$ cat config.mk
export PLATFORM = sky130hd
export DESIGN_NAME = vga_timing_gen_flat
export DESIGN_NICKNAME = d
export VERILOG_FILES = /design/src/rtl/vga_timing_gen_if.sv /design/src/rtl/vga_timing_gen.sv /design/src/flat_wrapper.sv
export SDC_FILE = /design/constraint.sdc
export NUM_CORES = 1
export LEC_CHECK = 0
export ABC_AREA = 1
export CAP_MARGIN = 40
export CORE_UTILIZATION = 40
export DETAILED_ROUTE_END_ITERATION = 7
export PLACE_DENSITY = 0.67
export SLEW_MARGIN = 25
export SYNTH_ARGS = -nofsm -noshare
export SYNTH_HDL_FRONTEND = slang
export SYNTH_SLANG_ARGS = --single-unit
$ cat constraint.sdc
create_clock -name vga_clk -period 4.2 [get_ports vga_clk]
set_input_delay 0.84 -clock vga_clk [delete_from_list [all_inputs] [get_ports vga_clk]]
set_output_delay 0.84 -clock vga_clk [all_outputs]
set_load 0.01 [all_outputs]
$ cat src/rtl/vga_timing_gen_if.sv
// Raster timing bundle from vga_timing_gen to renderers.
// frame_count exists only when VGA_FRAME_COUNT_EN is defined.
interface vga_timing_gen_if;
  logic       pix_tick;
  logic [9:0] DrawX;
  logic [9:0] DrawY;
  logic       hs;
  logic       vs;
  logic       blank;
  logic       line_start;
  logic       frame_start;
`ifdef VGA_FRAME_COUNT_EN
  logic [15:0] frame_count;
`endif

  modport master (
    output pix_tick,
    output DrawX,
    output DrawY,
    output hs,
    output vs,
    output blank,
    output line_start,
`ifdef VGA_FRAME_COUNT_EN
    output frame_count,
`endif
    output frame_start
  );

  modport slave (
    input pix_tick,
    input DrawX,
    input DrawY,
    input hs,
    input vs,
    input blank,
    input line_start,
`ifdef VGA_FRAME_COUNT_EN
    input frame_count,
`endif
    input frame_start
  );
endinterface

$ cat src/rtl/vga_timing_gen.sv
// VGA raster timing: pixel divider, H/V counters, registered syncs.
// Optional frame counter enabled by VGA_FRAME_COUNT_EN.
module vga_timing_gen #(
  parameter int H_VIS   = 640,
  parameter int H_FP    = 16,
  parameter int H_SYNC  = 96,
  parameter int H_BP    = 48,
  parameter int V_VIS   = 480,
  parameter int V_FP    = 10,
  parameter int V_SYNC  = 2,
  parameter int V_BP    = 33,
  parameter int PIX_DIV = 2
) (
  input  logic vga_clk,
  input  logic reset,
  vga_timing_gen_if.master vga
);
  localparam int H_TOTAL = H_VIS + H_FP + H_SYNC + H_BP;
  localparam int V_TOTAL = V_VIS + V_FP + V_SYNC + V_BP;
  localparam int DW = (PIX_DIV > 1) ? $clog2(PIX_DIV) : 1;

  localparam logic [DW-1:0] D_LAST = DW'(PIX_DIV - 1);
  localparam logic [9:0] H_LAST = 10'(H_TOTAL - 1);
  localparam logic [9:0] V_LAST = 10'(V_TOTAL - 1);
  localparam logic [9:0] H_VEND = 10'(H_VIS);
  localparam logic [9:0] V_VEND = 10'(V_VIS);
  localparam logic [9:0] HS_BEG = 10'(H_VIS + H_FP);
  localparam logic [9:0] HS_END = 10'(H_VIS + H_FP + H_SYNC);
  localparam logic [9:0] VS_BEG = 10'(V_VIS + V_FP);
  localparam logic [9:0] VS_END = 10'(V_VIS + V_FP + V_SYNC);

  logic [DW-1:0] d;
  logic          tick;
  logic [9:0]    hc;
  logic [9:0]    vc;
  logic [9:0]    hc_nx;
  logic [9:0]    vc_nx;
  logic          hs_q;
  logic          vs_q;
  logic          blank_q;
  logic          ls_q;
  logic          fs_q;

  assign tick = (d == D_LAST);

  always_ff @(posedge vga_clk) begin
    if (reset) begin
      d <= '0;
    end else if (tick) begin
      d <= '0;
    end else begin
      d <= d + DW'(1);
    end
  end

  always_comb begin
    hc_nx = hc;
    vc_nx = vc;
    if (tick) begin
      if (hc == H_LAST) begin
        hc_nx = '0;
        if (vc == V_LAST) begin
          vc_nx = '0;
        end else begin
          vc_nx = vc + 10'd1;
        end
      end else begin
        hc_nx = hc + 10'd1;
      end
    end
  end

  // Decode from the next position so every flag lands with its coordinate.
  always_ff @(posedge vga_clk) begin
    if (reset) begin
      hc      <= '0;
      vc      <= '0;
      hs_q    <= 1'b1;
      vs_q    <= 1'b1;
      blank_q <= 1'b1;
      ls_q    <= 1'b1;
      fs_q    <= 1'b1;
    end else begin
      hc      <= hc_nx;
      vc      <= vc_nx;
      hs_q    <= !(hc_nx >= HS_BEG && hc_nx < HS_END);
      vs_q    <= !(vc_nx >= VS_BEG && vc_nx < VS_END);
      blank_q <= (hc_nx < H_VEND) && (vc_nx < V_VEND);
      ls_q    <= (hc_nx == '0);
      fs_q    <= (hc_nx == '0) && (vc_nx == '0);
    end
  end

`ifdef VGA_FRAME_COUNT_EN
  logic        wrap;
  logic [15:0] fcnt;

  assign wrap = tick && (hc == H_LAST) && (vc == V_LAST);

  always_ff @(posedge vga_clk) begin
    if (reset) begin
      fcnt <= '0;
    end else if (wrap) begin
      fcnt <= fcnt + 16'd1;
    end
  end

  assign vga.frame_count = fcnt;
`endif

  assign vga.pix_tick    = tick;
  assign vga.DrawX       = hc;
  assign vga.DrawY       = vc;
  assign vga.hs          = hs_q;
  assign vga.vs          = vs_q;
  assign vga.blank       = blank_q;
  assign vga.line_start  = ls_q;
  assign vga.frame_start = fs_q;
endmodule

$ cat src/flat_wrapper.sv
// flat-port wrapper written by rule: the top's interface ports become plain ports
module vga_timing_gen_flat 
#(
  parameter int H_VIS   = 640,
  parameter int H_FP    = 16,
  parameter int H_SYNC  = 96,
  parameter int H_BP    = 48,
  parameter int V_VIS   = 480,
  parameter int V_FP    = 10,
  parameter int V_SYNC  = 2,
  parameter int V_BP    = 33,
  parameter int PIX_DIV = 2
)
  (vga_clk, reset, vga_pix_tick, vga_DrawX, vga_DrawY, vga_hs, vga_vs, vga_blank, vga_line_start, vga_frame_start);
  vga_timing_gen_if vga_i ();
  input  logic vga_clk;
  input  logic reset;
  output wire logic [$bits(vga_i.pix_tick)-1:0] vga_pix_tick;
  output wire logic [$bits(vga_i.DrawX)-1:0] vga_DrawX;
  output wire logic [$bits(vga_i.DrawY)-1:0] vga_DrawY;
  output wire logic [$bits(vga_i.hs)-1:0] vga_hs;
  output wire logic [$bits(vga_i.vs)-1:0] vga_vs;
  output wire logic [$bits(vga_i.blank)-1:0] vga_blank;
  output wire logic [$bits(vga_i.line_start)-1:0] vga_line_start;
  output wire logic [$bits(vga_i.frame_start)-1:0] vga_frame_start;
  assign vga_pix_tick = vga_i.pix_tick;
  assign vga_DrawX = vga_i.DrawX;
  assign vga_DrawY = vga_i.DrawY;
  assign vga_hs = vga_i.hs;
  assign vga_vs = vga_i.vs;
  assign vga_blank = vga_i.blank;
  assign vga_line_start = vga_i.line_start;
  assign vga_frame_start = vga_i.frame_start;
  vga_timing_gen #(.H_VIS(H_VIS), .H_FP(H_FP), .H_SYNC(H_SYNC), .H_BP(H_BP), .V_VIS(V_VIS), .V_FP(V_FP), .V_SYNC(V_SYNC), .V_BP(V_BP), .PIX_DIV(PIX_DIV)) u_core (.vga_clk(vga_clk), .reset(reset), .vga(vga_i));
endmodule
======== Word level (Yosys, flattened, before mapping) ========
Cells that the tools add are included.
storage, ports and cells
  register bits after elaboration ......... 26
  bits in latches ......................... 0
  bits in writable memories ............... 0
  bits in read-only memories .............. 0
  output and inout port bits .............. 26
  word-level logic and storage cells ...... 33
  memories kept ........................... 0
cells by class
  $add $sub $neg .......................... 3
  multipliers ............................. 0
  divide/modulo/power cells ............... 0
  $lt $le $gt $ge ......................... 6
  eq/ne operators ......................... 2
  shifts and indexed selects .............. 0
  multiplexer cells ....................... 5
  bitwise logic cells ..................... 0
  reductions and logical operators ........ 9
operator list
  kind                                                                                  number
  10-bit 2-to-1 mux                                                                     5
  10-bit by 1-bit adder with 10-bit output, second input constant                       2
  10-bit equality test, second input constant                                           2
  10-bit zero test                                                                      2
  10-bit less-than comparator, second input constant                                    2
  10-bit by 9-bit less-than comparator with 1-bit output, second input constant         2
  10-bit greater-or-equal comparator, second input constant                             1
  10-bit by 9-bit greater-or-equal comparator with 1-bit output, second input constant  1
  1-bit logical AND                                                                     4
  1-bit zero test                                                                       2
  2-bit OR reduction                                                                    1
  1-bit adder, second input constant                                                    1

======== Depth between registers and ports, before layout ========
  word-level depth ........................ 7
  mapped depth ............................ 14
  mapped depth without buffers ............ 14

======== Worst setup path after synthesis ========
OpenSTA, ideal clock, no wires.
  kind .................................... register -> register
  start point ............................. reg u_core.hc[1], in the netlist u_core.vga.DrawX[1]
  end point ............................... reg u_core.vs_q, in the netlist u_core.vga.vs
  arrival time ............................ 1.585 ns
  data required time ...................... 4.080 ns
  path slack .............................. 2.495 ns
  stages on the path, launching flop included .. 11
  path buffers ............................ 0
  cell sequence ........................... dfxtp_1 -> ha_1 -> nand2_2 -> nor2_8 -> inv_2 -> nor2_8 -> nand2_1 -> xor2_1 -> o21ai_1 -> nor3_1 -> nand2_1
between the ends
  longest elaborated chain between the ends .. 6
  elaborated cells between the ends (all ways) .. 7
  classes of those cells .................. order compare: 2; eq/ne: 1; mux: 2; reduce/logical: 2
RTL lines
  item                                                                                                                                     line                  source
  from (decl)                                                                                                                              vga_timing_gen.sv:34  logic [9:0] hc;
  from (signal assigned)                                                                                                                   vga_timing_gen.sv:84  hc <= hc_nx;
  10-bit equality test (*)                                                                                                                 vga_timing_gen.sv:60  if (hc == H_LAST) begin
  10-bit 2-to-1 mux (*)                                                                                                                    vga_timing_gen.sv:60
  10-bit 2-to-1 mux (*)                                                                                                                    vga_timing_gen.sv:59  if (tick) begin
  10-bit by 9-bit greater-or-equal comparator with 1-bit output or 10-bit by 9-bit less-than comparator with 1-bit output (tied branches)  vga_timing_gen.sv:87  vs_q <= !(vc_nx >= VS_BEG && vc_nx < VS_END);
  1-bit logical AND (*)                                                                                                                    vga_timing_gen.sv:87
  1-bit zero test (*)                                                                                                                      vga_timing_gen.sv:87
  to (signal assigned)                                                                                                                     vga_timing_gen.sv:87
  to (decl)                                                                                                                                vga_timing_gen.sv:39  logic vs_q;
Mark *: on every way between the ends. The rest lies on a longest branch, timed or not.
A chain may end at the register's enable or synchronous reset.

======== Worst setup path after layout ========
  start point ............................. reg u_core.d, in the netlist u_core.vga.pix_tick
  end point ............................... out vga_pix_tick
RTL lines
  item                    line                  source
  from (decl)             vga_timing_gen.sv:32  logic [DW-1:0] d;
  from (signal assigned)  vga_timing_gen.sv:52  d <= d + DW'(1);
  to (decl)               flat_wrapper.sv:18    output wire logic [$bits(vga_i.pix_tick)-1:0] vga_pix_tick;
No word-level cell between the ends.

==> results <==
- The run finished with clean final reports.
- The fraction of final layout cells sized beyond drive strength 1 is between 10% and 20%.
- The worst path needs 2.47 ns of the cycle, external delays included.
- The die footprint is 4420 um^2.
- The setup slack of the critical path after layout is 1.73 ns.
- The clock network latency to the later pin of the worst-skew pair is roughly 0.27 ns.
- Leaving out fill and tap cells, the most frequent cell in the layout is sky130_fd_sc_hd__nand2_1.
- The cell family contributing the most delay on the critical path is flip-flops.
- The count of warnings emitted by yosys is 0.
- The wire length per cell after detailed routing is 11.6 um.
- The worst hold slack is 0.551 ns.
- Sequential elements use 31.3% of the synthesized area.
- Data on the critical path is required at its endpoint by 3.36 ns.
- The tool flagged a number of max-cap violations equal to 0.
- CTS saw 26 sinks.
- The via count of the first global-routing pass is 1432.
- A synthesized cell averages 6.52 um^2.
- The origin of the critical flop-to-flop path is u_core.vga.pix_tick.
- Across the VDD grid, the largest voltage drop is 0.129 mV.
- The critical path data arrival time is 1.63 ns.
- CTS placed an instance of sky130_fd_sc_hd__clkbuf_8 at the clock tree root.
- Of all cell types, the one taking the most synthesized area is sky130_fd_sc_hd__dfxtp_1.
- The internal reg-to-reg setup slack is 2.13 ns.
- The cell area after synthesis is around 1700 um^2.
- The final layout net count is about 290.
- The number of distinct library cells after synthesis is 27.
- The detailed-route wire length is 3860 um.
- For this design, the slowest cell found on the critical path is sky130_fd_sc_hd__dfxtp_1.
- Together, buffers and inverters on the worst path number 1.
- The part of the power in registers is 57.3%.
- The pin count of the biggest net entering global routing is 24.
- The instance area after placement is 1970 um^2.
- The worst setup path is captured at an output pin.
- The number of pins exceeding their max-slew limit in the final report came to 0.
- Of the total power, the share spent switching nets is between 20% and 30%.
- Counting tap cells, the placed design contains a total of 327 instances.
- The clock network is responsible for 36.5% of the overall power.
- The class of the worst hold path is flip-flop to flip-flop.
- The worst max-slew margin expressed relative to the limit is 60.2%.
- Global routing used 18.9% of the available tracks across all layers.
- The largest stage delay on the critical path is 0.71 ns.
- The via total after detailed routing is roughly 1600.
- The number of register bits inferred by synthesis is 26.
- The width of the die is 66.5 um.
- The combinational share of power is under 10%.
- The endpoint of the most critical register-to-register path is u_core.vga.vs.
- After clock tree synthesis, the clock-pin slew on the worst setup and hold paths is 0.09 ns.
- After synthesis, the cell types taking the most area are sky130_fd_sc_hd__dfxtp_1 (31%), sky130_fd_sc_hd__nand2_1 (15%), sky130_fd_sc_hd__nand3_1 (7.8%), sky130_fd_sc_hd__inv_1 (7.5%), sky130_fd_sc_hd__nor2_1 (7.5%).
- The floorplan step set the die height to 66.5 um.
- The signal on the critical path passes through clkdlybuf4s50_1.
- The count of nets left with antenna violations once routing finished came out at 0.
- Counting along the longest clock path gives a buffer depth of 2.
- Adding up every negative setup slack in the final design gives 0 ns.
- The clock skew after layout is 0.00526 ns.
- The starting density of the core is ~42%.
- Cells fill around half of the core in the end.
- CTS built an H-tree with a depth of 1.
- The net load switching power is about 0.1 mW.
- The sum of net half-perimeters after detailed placement is 2980 um.
- The finished cells cover 2040 um^2.
- The library cells used most frequently in the layout, excluding fill and tap cells, are sky130_fd_sc_hd__nand2_1 (68), sky130_fd_sc_hd__inv_1 (33), sky130_fd_sc_hd__nor2_1 (33), sky130_fd_sc_hd__clkdlybuf4s50_1 (27).
- The first global-routing pass estimated about 6400 um of wire.
- The I/O pin count is 28.
- The region available for standard cell placement spans 4000 um^2.
- The final RePlAce weighted congestion is 0.814.
- The total count of hold-check failures in the final report is 0.
- The number of hold buffers added after CTS was 0.
- The sum of overflow across all layers after global routing is 0.
- The power density relative to cell area is roughly 220 nW/um^2.
- Before CTS, the worst setup slack after placement is 1.71 ns.
- The path type of the worst setup path is flip-flop to output pin.
- STA classifies the critical path startpoint as a flip-flop.
- When the netlist entered floorplanning its net count stood at 260.
- The post-CTS setup buffer count is 0.
- The floorplan has 23 rows.
- Counting cells, the worst reg-to-reg path comes to 9.
- The final cell count without fillers is between 300 and 400.
- For the pin with the worst max-slew slack, the measured transition is 0.597 ns.
- Using the TritonRoute via totals, the vias-per-cell ratio works out to around 5.
- After layout, the worst path uses 58.7% of the clock period.
- The count of cells resized by post-cts repair is 0.
- The maximum fanout along the worst path is 18.
- The area growth from synthesis to layout is 22.7%.
- The number of antenna violations at the first check in global routing was 0.
- The fraction of synthesized cell area taken by the top area cell type is 31.3%.
- The number of inserted diodes is 0.
- The number of detailed-routing iterations run before antenna repair is 4.
- The internal portion of the total power is 0.347 mW.
- The reported leakage power is 0.980 nW.
- The remaining routing DRC violations is 0.
- The maximum operating frequency is between 400 and 500 MHz.
- The TritonCTS buffer count is 3.
- The number of design-rule violations left by the first detailed-router iteration is 60.
- The cell count after synthesis is 255.
- The destination of the worst hold path is u_core.vga.DrawY[0].
- The overall power is 0.447 mW.
- The final count of negative-setup-slack endpoints is 0.
- The beginning of the worst hold path is u_core.vga.DrawY[0].
- Counting the fill cells in the layout gives 414.
- Along the worst hold path, the cell count comes to 2.
- Setup repair after global routing left no endpoint under its margin.
- In this run the tool buffered the top-level ports with 27 buffer cells.
- TritonCTS built the clock tree.
worst max path at each step:
stage                   startpoint                endpoint  depth (start not counted)
5_1_grt        u_core.vga.pix_tick            vga_pix_tick                          1
4_1_cts        u_core.vga.pix_tick            vga_pix_tick                          1
6_report       u_core.vga.pix_tick            vga_pix_tick                          1
2_1_floorplan  u_core.vga.DrawX[1]           u_core.vga.vs                         10
3_5_place_dp                 reset           u_core.vga.vs                          7
3_3_place_gp                 reset  u_core.vga.frame_start                          8
Yosys cell counts (all sizes together):
library cell and instances:
inv 38, nor2 44, clkbuf 3, nand4 11
xor2 3, o21bai 2, buf 2, o211ai 1
nand3 31, nand2 73, clkinv 2, a21oi 6
dfxtp 26, xnor2 1, nand3b 1, ha 3
o21ai 3, nor3 5
metal layers:
metal | GRT usage (%) | vias to the layer above | wire (um)
met1 | 27.3 | 740 | 1940
met2 | 29.8 | 31 | 1730
li1 | - | 858 | -
met5 | 0 | - | 0
met3 | 2.23 | 2 | 155
met4 | 3.99 | 0 | 29
cell type report:
type | instances | area, um^2 | share of cell area (%)
clock buffers | 4 | 55.1 | 2.70
well taps | 50 | 62.6 | 3.07
repair buffers | 28 | 285 | 14.0
multi-input cells | 184 | 965 | 47.3
inverters | 40 | 150 | 7.37
flip-flops and latches | 26 | 520 | 25.5
cells by family (layout without fill, tap and decap cells):
group	count (synthesis)	count (layout)	share of synthesized area (%)
compound gates	12	12	4.07
flops	26	26	31.3
fa+ha+maj	3	3	2.26
buf+inv	45	72	10.6
simple gates	165	165	49.6
xor+xnor	4	4	2.11
power by group through the flow:
| stage | Sequential (mW) | Clock (mW) | Combinational (mW) |
|---|---|---|---|
| detailed placement | 0.262 | 0 | 0.0258 |
| global route | 0.257 | 0.177 | 0.0302 |
| CTS | 0.256 | 0.168 | 0.0261 |
| floorplan | 0.260 | 0 | 0.0153 |
| global placement | 0.262 | 0 | 0.0255 |
| finish | 0.256 | 0.163 | 0.0275 |
registers in the layout, indices dropped and copies added, names as in the netlist:
name	flops
u_core.vga.DrawX	10
u_core.vga.DrawY	10
u_core.vga.blank	1
u_core.vga.frame_start	1
u_core.vga.hs	1
u_core.vga.line_start	1
u_core.vga.pix_tick	1
u_core.vga.vs	1
No activity file was read; power rests on OpenSTA's default activity.
